### config.mk
export PLATFORM = sky130hd
export DESIGN_NAME = uart_tx_stream
export DESIGN_NICKNAME = d
export VERILOG_FILES = /design/src/rtl/uart_pkg.sv /design/src/rtl/uart_tx_stream.sv
export SDC_FILE = /design/constraint.sdc
export NUM_CORES = 1
export LEC_CHECK = 0
export ABC_AREA = 1
export CAP_MARGIN = 20
export CORE_ASPECT_RATIO = 1.2
export CORE_UTILIZATION = 40
export DETAILED_ROUTE_END_ITERATION = 12
export HOLD_SLACK_MARGIN = 0.1
export RECOVER_POWER = 25
export SYNTH_ARGS = -nofsm -noshare
export SYNTH_HDL_FRONTEND = slang
export SYNTH_SLANG_ARGS = --single-unit
### constraint.sdc
create_clock -name clk -period 1.4 [get_ports clk]
set_input_delay 0.42 -clock clk [delete_from_list [all_inputs] [get_ports clk]]
set_output_delay 0.42 -clock clk [all_outputs]
set_load 0.02 [all_outputs]
### src/rtl/uart_pkg.sv
// UART shared definitions: parity encodings and tx state type.
// Shared by the transmitter and the future receiver.
package uart_pkg;

  localparam int PARITY_NONE = 0;
  localparam int PARITY_ODD  = 1;
  localparam int PARITY_EVEN = 2;

  typedef enum logic [2:0] {
    TX_IDLE,
    TX_START,
    TX_DATA,
    TX_PARITY,
    TX_STOP
  } tx_state_t;

endpackage

### src/rtl/uart_tx_stream.sv
// Stream-fed UART transmitter: start, LSB-first data, optional parity, stop.
// Accepts the next word in the last stop clk so frames run back to back.
module uart_tx_stream
  import uart_pkg::*;
#(
  parameter int CLKDIV    = 16,
  parameter int DATA_BITS = 8,
  parameter int PARITY    = PARITY_NONE,
  parameter int STOP_BITS = 1
) (
  input  logic                 clk,
  input  logic                 rst,
  input  logic [DATA_BITS-1:0] in_data,
  input  logic                 in_valid,
  output logic                 in_ready,
  output logic                 txd,
  output logic                 busy
);

  localparam int CW = $clog2(CLKDIV);
  localparam int IW = $clog2(DATA_BITS + 1);
  localparam logic [CW-1:0] T_LAST = CW'(CLKDIV - 1);
  localparam logic [CW-1:0] T_ONE  = CW'(1);
  localparam logic [IW-1:0] B_LAST = IW'(DATA_BITS - 1);
  localparam logic [IW-1:0] S_LAST = IW'(STOP_BITS - 1);
  localparam bit HAS_PAR = (PARITY != PARITY_NONE);
  localparam bit ODD     = (PARITY == PARITY_ODD);

  generate
    if (CLKDIV < 2) begin : g_bad_div
      $error("CLKDIV must be >= 2");
    end
    if (DATA_BITS < 5 || DATA_BITS > 9) begin : g_bad_bits
      $error("DATA_BITS must be 5..9");
    end
    if (STOP_BITS < 1 || STOP_BITS > 2) begin : g_bad_stop
      $error("STOP_BITS must be 1 or 2");
    end
  endgenerate

  tx_state_t            state;
  logic [CW-1:0]        tmr;
  logic [IW-1:0]        idx;
  logic [DATA_BITS-1:0] shreg;
  logic                 par;

  logic take;
  logic tmr_done;
  logic last_stop;

  assign take      = in_valid & in_ready;
  assign tmr_done  = (tmr == '0);
  assign last_stop = (idx == S_LAST);

  always_ff @(posedge clk) begin
    if (rst) begin
      state    <= TX_IDLE;
      txd      <= 1'b1;
      in_ready <= 1'b0;
      busy     <= 1'b0;
      tmr      <= '0;
      idx      <= '0;
      shreg    <= '0;
      par      <= 1'b0;
    end else if (take) begin
      // in_ready is only high in IDLE or the last stop clk
      state    <= TX_START;
      shreg    <= in_data;
      par      <= (^in_data) ^ ODD;
      txd      <= 1'b0;
      busy     <= 1'b1;
      in_ready <= 1'b0;
      tmr      <= T_LAST;
      idx      <= '0;
    end else begin
      unique case (state)
        TX_IDLE: begin
          txd      <= 1'b1;
          busy     <= 1'b0;
          in_ready <= 1'b1;
        end
        TX_START: begin
          if (tmr_done) begin
            state <= TX_DATA;
            txd   <= shreg[0];
            shreg <= shreg >> 1;
            tmr   <= T_LAST;
          end else begin
            tmr <= tmr - 1'b1;
          end
        end
        TX_DATA: begin
          if (tmr_done) begin
            tmr <= T_LAST;
            if (idx == B_LAST) begin
              idx <= '0;
              if (HAS_PAR) begin
                state <= TX_PARITY;
                txd   <= par;
              end else begin
                state <= TX_STOP;
                txd   <= 1'b1;
              end
            end else begin
              idx   <= idx + 1'b1;
              txd   <= shreg[0];
              shreg <= shreg >> 1;
            end
          end else begin
            tmr <= tmr - 1'b1;
          end
        end
        TX_PARITY: begin
          if (tmr_done) begin
            state <= TX_STOP;
            txd   <= 1'b1;
            tmr   <= T_LAST;
          end else begin
            tmr <= tmr - 1'b1;
          end
        end
        TX_STOP: begin
          if (tmr_done) begin
            if (last_stop) begin
              state    <= TX_IDLE;
              busy     <= 1'b0;
              in_ready <= 1'b1;
            end else begin
              idx <= idx + 1'b1;
              tmr <= T_LAST;
            end
          end else begin
            tmr <= tmr - 1'b1;
            // open the window one clk early so in_ready is registered
            if (last_stop && tmr == T_ONE)
              in_ready <= 1'b1;
          end
        end
        default: state <= TX_IDLE;
      endcase
    end
  end

endmodule

**After elaboration in Yosys (flattened, before gate mapping)**

Cells that the tools add are included.

- $add $sub $neg: 2
- Multipliers: 0
- Divide/modulo/power cells: 0
- $lt $le $gt $ge: 0
- Equal/unequal tests: 24
- Shifts and indexed selects: 0
- Mux-type cells: 37
- Bitwise logic cells: 2
- Reduce and logical (&&, ||, !) cells: 20

Operators with widths:

| operator | number |
|---|---|
| $mux W4 | 8 |
| $mux W8 | 4 |
| $ne A3 B3 Y1 const B | 9 |
| $mux W3 | 6 |
| $ne A2 B2 Y1 const B | 8 |
| $pmux W4 S2 | 2 |
| $pmux W8 S2 | 1 |
| $pmux W3 S5 | 1 |
| $reduce_and A7 Y1 | 2 |
| $mux W1 | 12 |
| $reduce_and A4 Y1 | 3 |
| $reduce_bool A3 Y1 | 3 |
| $logic_not A4 Y1 | 2 |
| $eq A3 B2 Y1 const B | 2 |
| $reduce_and A3 Y1 | 2 |
| $reduce_bool A5 Y1 | 1 |
| $add A4 B1 Y4 const B | 1 |
| $eq A4 B1 Y1 const B | 1 |
| $eq A4 B3 Y1 const B | 1 |
| $ne A4 B4 Y1 const B | 1 |
| $pmux W1 S2 | 2 |
| $pmux W1 S4 | 1 |
| $reduce_bool A2 Y1 | 2 |
| $sub A4 B1 Y4 const B | 1 |
| 9 further kinds | 9 |

- Register bits: 22
- Latch bits: 0
- Bits in writable memories: 0
- Bits in read-only memories: 0
- Input port bits: 11
- Output and inout port bits: 3
- Word-level logic and storage cells: 93
- Memories kept: 0

**Longest topological paths before layout**

Gate-level depths: netlist of the first run.

- Depth after elaboration: 5
- Mapped depth: 9
- Gate-level depth less buffers: 9

**Worst setup path after synthesis of the first run**

OpenSTA, ideal clock, no wires.

- Path type: register to register
- Start: register idx[0]
- End: register state[1]
- Library setup time: 0.113 ns
- Arrival time: 1.173 ns
- Data required time: 1.287 ns
- Setup slack: 0.114 ns
- Stages on the path, launching flop included: 9
- Buffers on the path: 0
- Period minus slack after synthesis: 1.286 ns
- Path through: dfxtp_1 -> ha_1 -> nand2_1 -> nor2_1 -> nor2_1 -> nor2_1 -> nand3_1 -> nor2_1 -> nor2_1

- Cells in the longest elaborated chain, start to end: 3
- Elaborated cells on any way between the ends: 5
- Those cells by class: eq/ne (3); reduce/logical (2)

RTL lines:

| element | line | text |
|---|---|---|
| start: declaration | uart_tx_stream.sv:43 | `logic [IW-1:0] idx;` |
| start signal: assignment | uart_tx_stream.sv:105 | `idx <= idx + 1'b1;` |
| start signal: assignment | uart_tx_stream.sv:129 | `idx <= idx + 1'b1;` |
| $eq A4 B3 Y1 / $logic_not A4 Y1 (equally long branches) | uart_tx_stream.sv:95, uart_tx_stream.sv:53 |  |
| $ne A2 B2 Y1 (no source line) | n/a |  |
| $reduce_and A7 Y1 (no source line) * | n/a |  |
| end signal: assignment | uart_tx_stream.sv:98 | `state <= TX_PARITY;` |
| end signal: assignment | uart_tx_stream.sv:101 | `state <= TX_STOP;` |
| end signal: assignment | uart_tx_stream.sv:115 | `state <= TX_STOP;` |
| end: declaration | uart_tx_stream.sv:41 | `tx_state_t state;` |

Every way passes the cells marked *; elsewhere a longest branch is shown, timed or not.
A chain may end at the register's enable or synchronous reset.

**Worst setup path after layout of the first run**

- Start: register busy
- End: output port busy

RTL lines:

| element | line | text |
|---|---|---|
| start: declaration | uart_tx_stream.sv:17 | `output logic busy` |
| start signal: assignment | uart_tx_stream.sv:60 | `busy <= 1'b0;` |
| start signal: assignment | uart_tx_stream.sv:71 | `busy <= 1'b1;` |
| start signal: assignment | uart_tx_stream.sv:79 | `busy <= 1'b0;` |

No word-level cell between the ends.

==> impl_metrics.yaml, run 1 <==
yosys:
  synth_edf_count: 0
  ys_ff_latch: 22
  synth_warnings: 0
  yosysUniqueCellTypes: 25
  synth_top_cell_area_share: 0.345
  yosys_most_used_dff: "dfxtp_1"
  synth.most_common_cell: "nand2_1"
  synthTopCellsByCount: "nand2_1, dfxtp_1, nand3_1"
  syn_nets: 205
  syn_inst: 190
  ys_top_cells_by_area: "dfxtp_1, nand2_1, nand3_1"
  async_reset_ff_frac: 0
  synth_top_area_cell: "dfxtp_1"
  synth-seq-area-share: 0.345
  netlist_area_um2: 1280
  avgSynthCellArea_um2: 6.72
placement:
  port_buffers: 13
  post-dp-hpwl_um: 2270
  gp_congestion: 0.831
  dp_slack_ns: -0.239
cts:
  cts_sinks: 22
  clk_pin_slew_worst_paths_ns: 0.13
  cts_buffers: 3
  cts_tree: "built"
  clock_path_buffers: 2
  insertion_delay_ns: 0.33
  root_buffer: "clkbuf_4"
  cts-htree-levels: 1
worst_setup_path:
  cp-start-kind: "flop"
  slowest_delay_ns: 0.36
  cp_slowest_cell: "dfxtp_1"
  cp_data_required_time_ns: 0.98
  end_kind: "output pin"
  critPathMaxFanout: 2
  cpLargestDelayFamily: "flip-flops"
  cp_num_buf_inv: 1
  r2r_start: "idx[1]$_SDFFE_PP0P_"
  critPathKind: "reg2out"
  cp_cell_sequence: "clkdlybuf4s15_2"
  ff2ff_path_depth: 9
  rrSetupSlack_ns: 0.05
  critPathArrivalTime_ns: 0.93
  rr_endpoint: "tmr[2]$_SDFFE_PP0P_"
timing:
  max_slew_margin: 0.827
  fin_crit_sh: 0.967
  holdWs_ns: 0.473
  hold_viol: 0
  slew_viol_final: 0
  setup_viol: 0
  fmax_mhz: 739
  period_needed_ns: 1.35
  fin_ws_ns: 0.0462
  skew_ns: 0.0149
  worst_slew_pin_slew_ns: 0.260
  rsz0062_at_grt: "true"
  tns_ns: 0
floorplanning:
  coreArea_um2: 3060
  ios: 14
  dieWidth_um: 53.6
  num_rows: 22
  die_h_um: 63.9
  die_area_um2: 3420
  start_util: 0.418
pwr:
  power_frac_clock: 0.178
  pwr-share-comb: 0.528
  p_switching_w: 0.00121
  max-vdd-ir-drop_uv: 1060
  cellPowerDensity_nw_per_um2: 1620
  p_total_w: 0.00287
  power.share.switching: 0.423
  share_seq_of_total_power: 0.294
  intPower_w: 0.00166
  leakagePower_nw: 0.790
layout:
  layout-drive-gt1-share: 0.324
  final_util: 0.580
  antennaDiodeCount: 0
  final_nets: 241
  areaGrowthSynthToFinish_pct: 38.8
worst_hold_path:
  hold_end: "tmr[1]$_SDFFE_PP0P_"
  min_path_type: "reg2reg"
  hold_depth: 2
  holdCritStartpoint: "tmr[1]$_SDFFE_PP0P_"
detailed_routing:
  wl_per_cell_um: 11.8
  routed_via_density: 4.98
  drc: 0
  wl_um: 3090
  firstDrtPassIters: 4
  vias: 1299
  drt_iter0_markers: 26
  ant_nets: 0
grt:
  grt_pass1_vias: 1261
  grt_max_degree: 18
  gr-total-overflow: 0
  antenna_found_initial: 0
  grtUsageTotal: 0.204
  grt_pass1_wl_um: 5200
outcome:
  status: "finished clean"
flow_run:
  cap_violations: 0
==> registers in the layout (all words and copies together), names as in the netlist <==
name / flops
in_ready: 1
idx: 4
shreg: 8
busy: 1
state: 3
tmr: 4
txd: 1
==> metal layers <==
metal	share of wire	track usage
met1	0.45	0.243
met2	0.51	0.347
met3	0.022	0.0262
met4	0.017	0.0954
met5	0	0
==> stage by stage <==
step,cells,cell area (µm²)
after CTS,257,1630
after floorplan,190,1280
after detailed placement,253,1570
after global routing,261,1770
final,261,1770
after global placement,253,1570
==> area by class of cell <==
class	count	area, µm²
clock buffers	3	22.5
clock inverters	1	30.0
fillers	296	1280
inverters	21	83.8
multi-input cells	143	842
flip-flops and latches	22	453
well taps	36	45.0
repair buffers	35	297
==> logic make-up (layout without fill, tap and decap cells) <==
family                   Yosys count  count (layout)  share of synthesized area
AND/OR/NAND/NOR                  112             112                      0.421
buffers and inverters             25              60                     0.0774
adder cells (fa/ha/maj)            4               4                     0.0392
AO/OA/AOI/OAI                     26              26                      0.111
flip-flops                        22              22                      0.345
XOR/XNOR                           1               1                    0.00686
==> power groups by stage <==
stage / combinational, W / clock (W) / sequential, W
finish: 0.00152 / 0.000512 / 0.000845
global route: 0.00170 / 0.000535 / 0.000857
CTS: 0.00137 / 0.000520 / 0.000819
detailed placement: 0.00136 / 0 / 0.000830
global placement: 0.00132 / 0 / 0.000828
floorplan: 0.000871 / 0 / 0.000848
==> what timing repair did <==
action                     CTS  global route
buffers inserted             0             4
hold buffers                 0             0
pin swaps                    0            14
setup endpoints to repair    6            21
gates resized for setup     12            39
==> layout by cell type, fill, tap and decap left out, types with 3 or more instances in the layout <==
master            n
nand3_1          20
nor2_4            5
clkdlybuf4s50_1  10
dfxtp_2           4
nand2_2           9
dfxtp_1          16
a21oi_1          17
nand2_4           5
buf_4            21
inv_1            15
nor2_2            3
inv_2             4
nor2_1            5
clkbuf_4          3
nand2_1          58
==> worst max path at each step <==
stage                             start                     to  cells after the start
global placement               in_valid  shreg[0]$_SDFFE_PP0P_                      7
CTS                 tmr[0]$_SDFFE_PP0P_       txd$_SDFFE_PP1P_                      7
global route        idx[1]$_SDFFE_PP0P_  state[2]$_SDFFE_PP0P_                      9
floorplan           idx[0]$_SDFFE_PP0P_  state[1]$_SDFFE_PP0P_                      8
detailed placement             in_valid  shreg[5]$_SDFFE_PP0P_                      7
finish                busy$_SDFFE_PP0P_                   busy                      1
Power figures use the tool's default switching activity.
==> inputs of run 2 (changes only) <==
--- a/config.mk
+++ b/config.mk
@@ -11,7 +11,6 @@
 export CORE_UTILIZATION = 40
 export DETAILED_ROUTE_END_ITERATION = 12
 export HOLD_SLACK_MARGIN = 0.1
-export RECOVER_POWER = 25
 export SYNTH_ARGS = -nofsm -noshare
 export SYNTH_HDL_FRONTEND = slang
 export SYNTH_SLANG_ARGS = --single-unit
==> impl_metrics.yaml, run 2 (synthesized netlist as in run 1, its figures left out) <==
pwr:
  leakagePower_nw: 0.789
  max-vdd-ir-drop_uv: 1060
  cellPowerDensity_nw_per_um2: 1620
worst_setup_path:
  end_kind: "output pin"
  cp_cell_sequence: "clkdlybuf4s15_2"
  ff2ff_path_depth: 9
  worst-path-stages: 1
  cpLargestDelayFamily: "flip-flops"
  cp_data_required_time_ns: 0.98
  rr_endpoint: "tmr[2]$_SDFFE_PP0P_"
  cp_num_buf_inv: 1
  rrSetupSlack_ns: 0.05
  critPathMaxFanout: 2
  cp_slowest_cell: "dfxtp_1"
  critPathArrivalTime_ns: 0.93
  r2r_start: "idx[1]$_SDFFE_PP0P_"
  critPathKind: "reg2out"
  cp-start-kind: "flop"
  slowest_delay_ns: 0.36
grt:
  grt_max_degree: 18
  grtUsageTotal: 0.204
  grt_pass1_vias: 1261
  gr-total-overflow: 0
  grt_pass1_wl_um: 5200
  antenna_found_initial: 0
timing:
  fmax_mhz: 739
  skew_ns: 0.0149
  max_slew_margin: 0.827
  fin_ws_ns: 0.0462
  worst_slew_pin_slew_ns: 0.260
  fin_crit_sh: 0.967
  slew_viol_final: 0
  tns_ns: 0
  setup_viol: 0
  hold_viol: 0
  period_needed_ns: 1.35
  rsz0062_at_grt: "true"
cts:
  cts_tree: "built"
  root_buffer: "clkbuf_4"
  cts-htree-levels: 1
  clk_pin_slew_worst_paths_ns: 0.13
  cts_buffers: 3
  insertion_delay_ns: 0.33
  cts_sinks: 22
  clock_path_buffers: 2
detailed_routing:
  wl_um: 3090
  drc: 0
  wl_per_cell_um: 11.8
  ant_nets: 0
  drt_iter0_markers: 25
  vias: 1300
  routed_via_density: 4.98
  firstDrtPassIters: 4
floorplanning:
  num_rows: 22
  start_util: 0.418
  coreArea_um2: 3060
  die_area_um2: 3420
  die_h_um: 63.9
  dieWidth_um: 53.6
  ios: 14
layout:
  largestRegisters: "shreg: 8 flops, idx: 4 flops, tmr: 4 flops"
  largest_reg_flops: 8
  final_cell_mix: "nand2_1, buf_4, nand3_1, a21oi_1, dfxtp_1"
  final_util: 0.580
  top_register: "shreg"
  layout_commonest_cell: "nand2_1"
  final_cells: 261
  areaGrowthSynthToFinish_pct: 38.8
  antennaDiodeCount: 0
  layout-drive-gt1-share: 0.324
  fill_cells: 296
  final_nets: 241
worst_hold_path:
  holdCritStartpoint: "tmr[1]$_SDFFE_PP0P_"
  hold_end: "tmr[1]$_SDFFE_PP0P_"
  hold_depth: 2
  min_path_type: "reg2reg"
placement:
  port_buffers: 13
  dp_cells: 253
  dp_slack_ns: -0.239
  gp_congestion: 0.831
  post-dp-hpwl_um: 2270
flow_run:
  cap_violations: 0
outcome:
  status: "finished clean"
## run 2: changes by cell type in the layout (fill, tap and decap cells not counted)
cell | previous run | this run
buf_2 | 0 | 1
clkbuf_2 | 1 | 0
## run 2: timing repair
| action | 4_1_cts | 5_1_grt |
|---|---|---|
| cloned | 0 | 0 |
| setup buffers | 0 | 4 |
| setup endpoints to repair | 6 | 21 |
| hold buffers | 0 | 0 |
| pin swaps | 0 | 14 |
| gates resized for setup | 12 | 39 |
## run 2: final cells by class
class	count	area, µm²	share of cell area
Inverter	21	83.8	0.0473
Sequential cell	22	453	0.255
Clock buffer	3	22.5	0.0127
Timing Repair Buffer	35	297	0.167
Tap cell	36	45.0	0.0254
Clock inverter	1	30.0	0.0169
Multi-Input combinational cell	143	842	0.475
## run 2: how the worst max path moves through the flow
stage | startpoint | to | slack (ns)
4_1_cts | tmr[0]$_SDFFE_PP0P_ | txd$_SDFFE_PP1P_ | 0.02
6_report | busy$_SDFFE_PP0P_ | busy | 0.05
2_1_floorplan | idx[0]$_SDFFE_PP0P_ | state[1]$_SDFFE_PP0P_ | 0.11
3_3_place_gp | in_valid | shreg[0]$_SDFFE_PP0P_ | -0.20
5_1_grt | idx[1]$_SDFFE_PP0P_ | state[2]$_SDFFE_PP0P_ | -0.02
3_5_place_dp | in_valid | shreg[5]$_SDFFE_PP0P_ | -0.24
## run 2: where the power goes
group	total, W	leakage [nW]	switching, W	internal, W
Clock	0.000512	0.0279	0.000222	0.000290
Combinational	0.00152	0.578	0.000891	0.000625
Sequential	0.000845	0.183	0.000101	0.000744
## run 2: metal layers
layer	share of wire	routed length, µm	vias to the layer above	global-route usage
li1	-	-	679	-
met1	0.45	1390	598	0.243
met2	0.51	1580	18	0.347
met3	0.022	67	5	0.0262
met4	0.017	51	0	0.0954
met5	0	0	-	0
## run 2: metrics by stage
stage	cell area, µm²	total power [W]	hold WS [ns]
4_1_cts	1630	0.00271	0.474
5_1_grt	1770	0.00309	0.501
2_1_floorplan	1280	0.00172	0.439
6_report	1770	0.00287	0.473
3_3_place_gp	1570	0.00214	0.450
3_5_place_dp	1570	0.00218	0.454
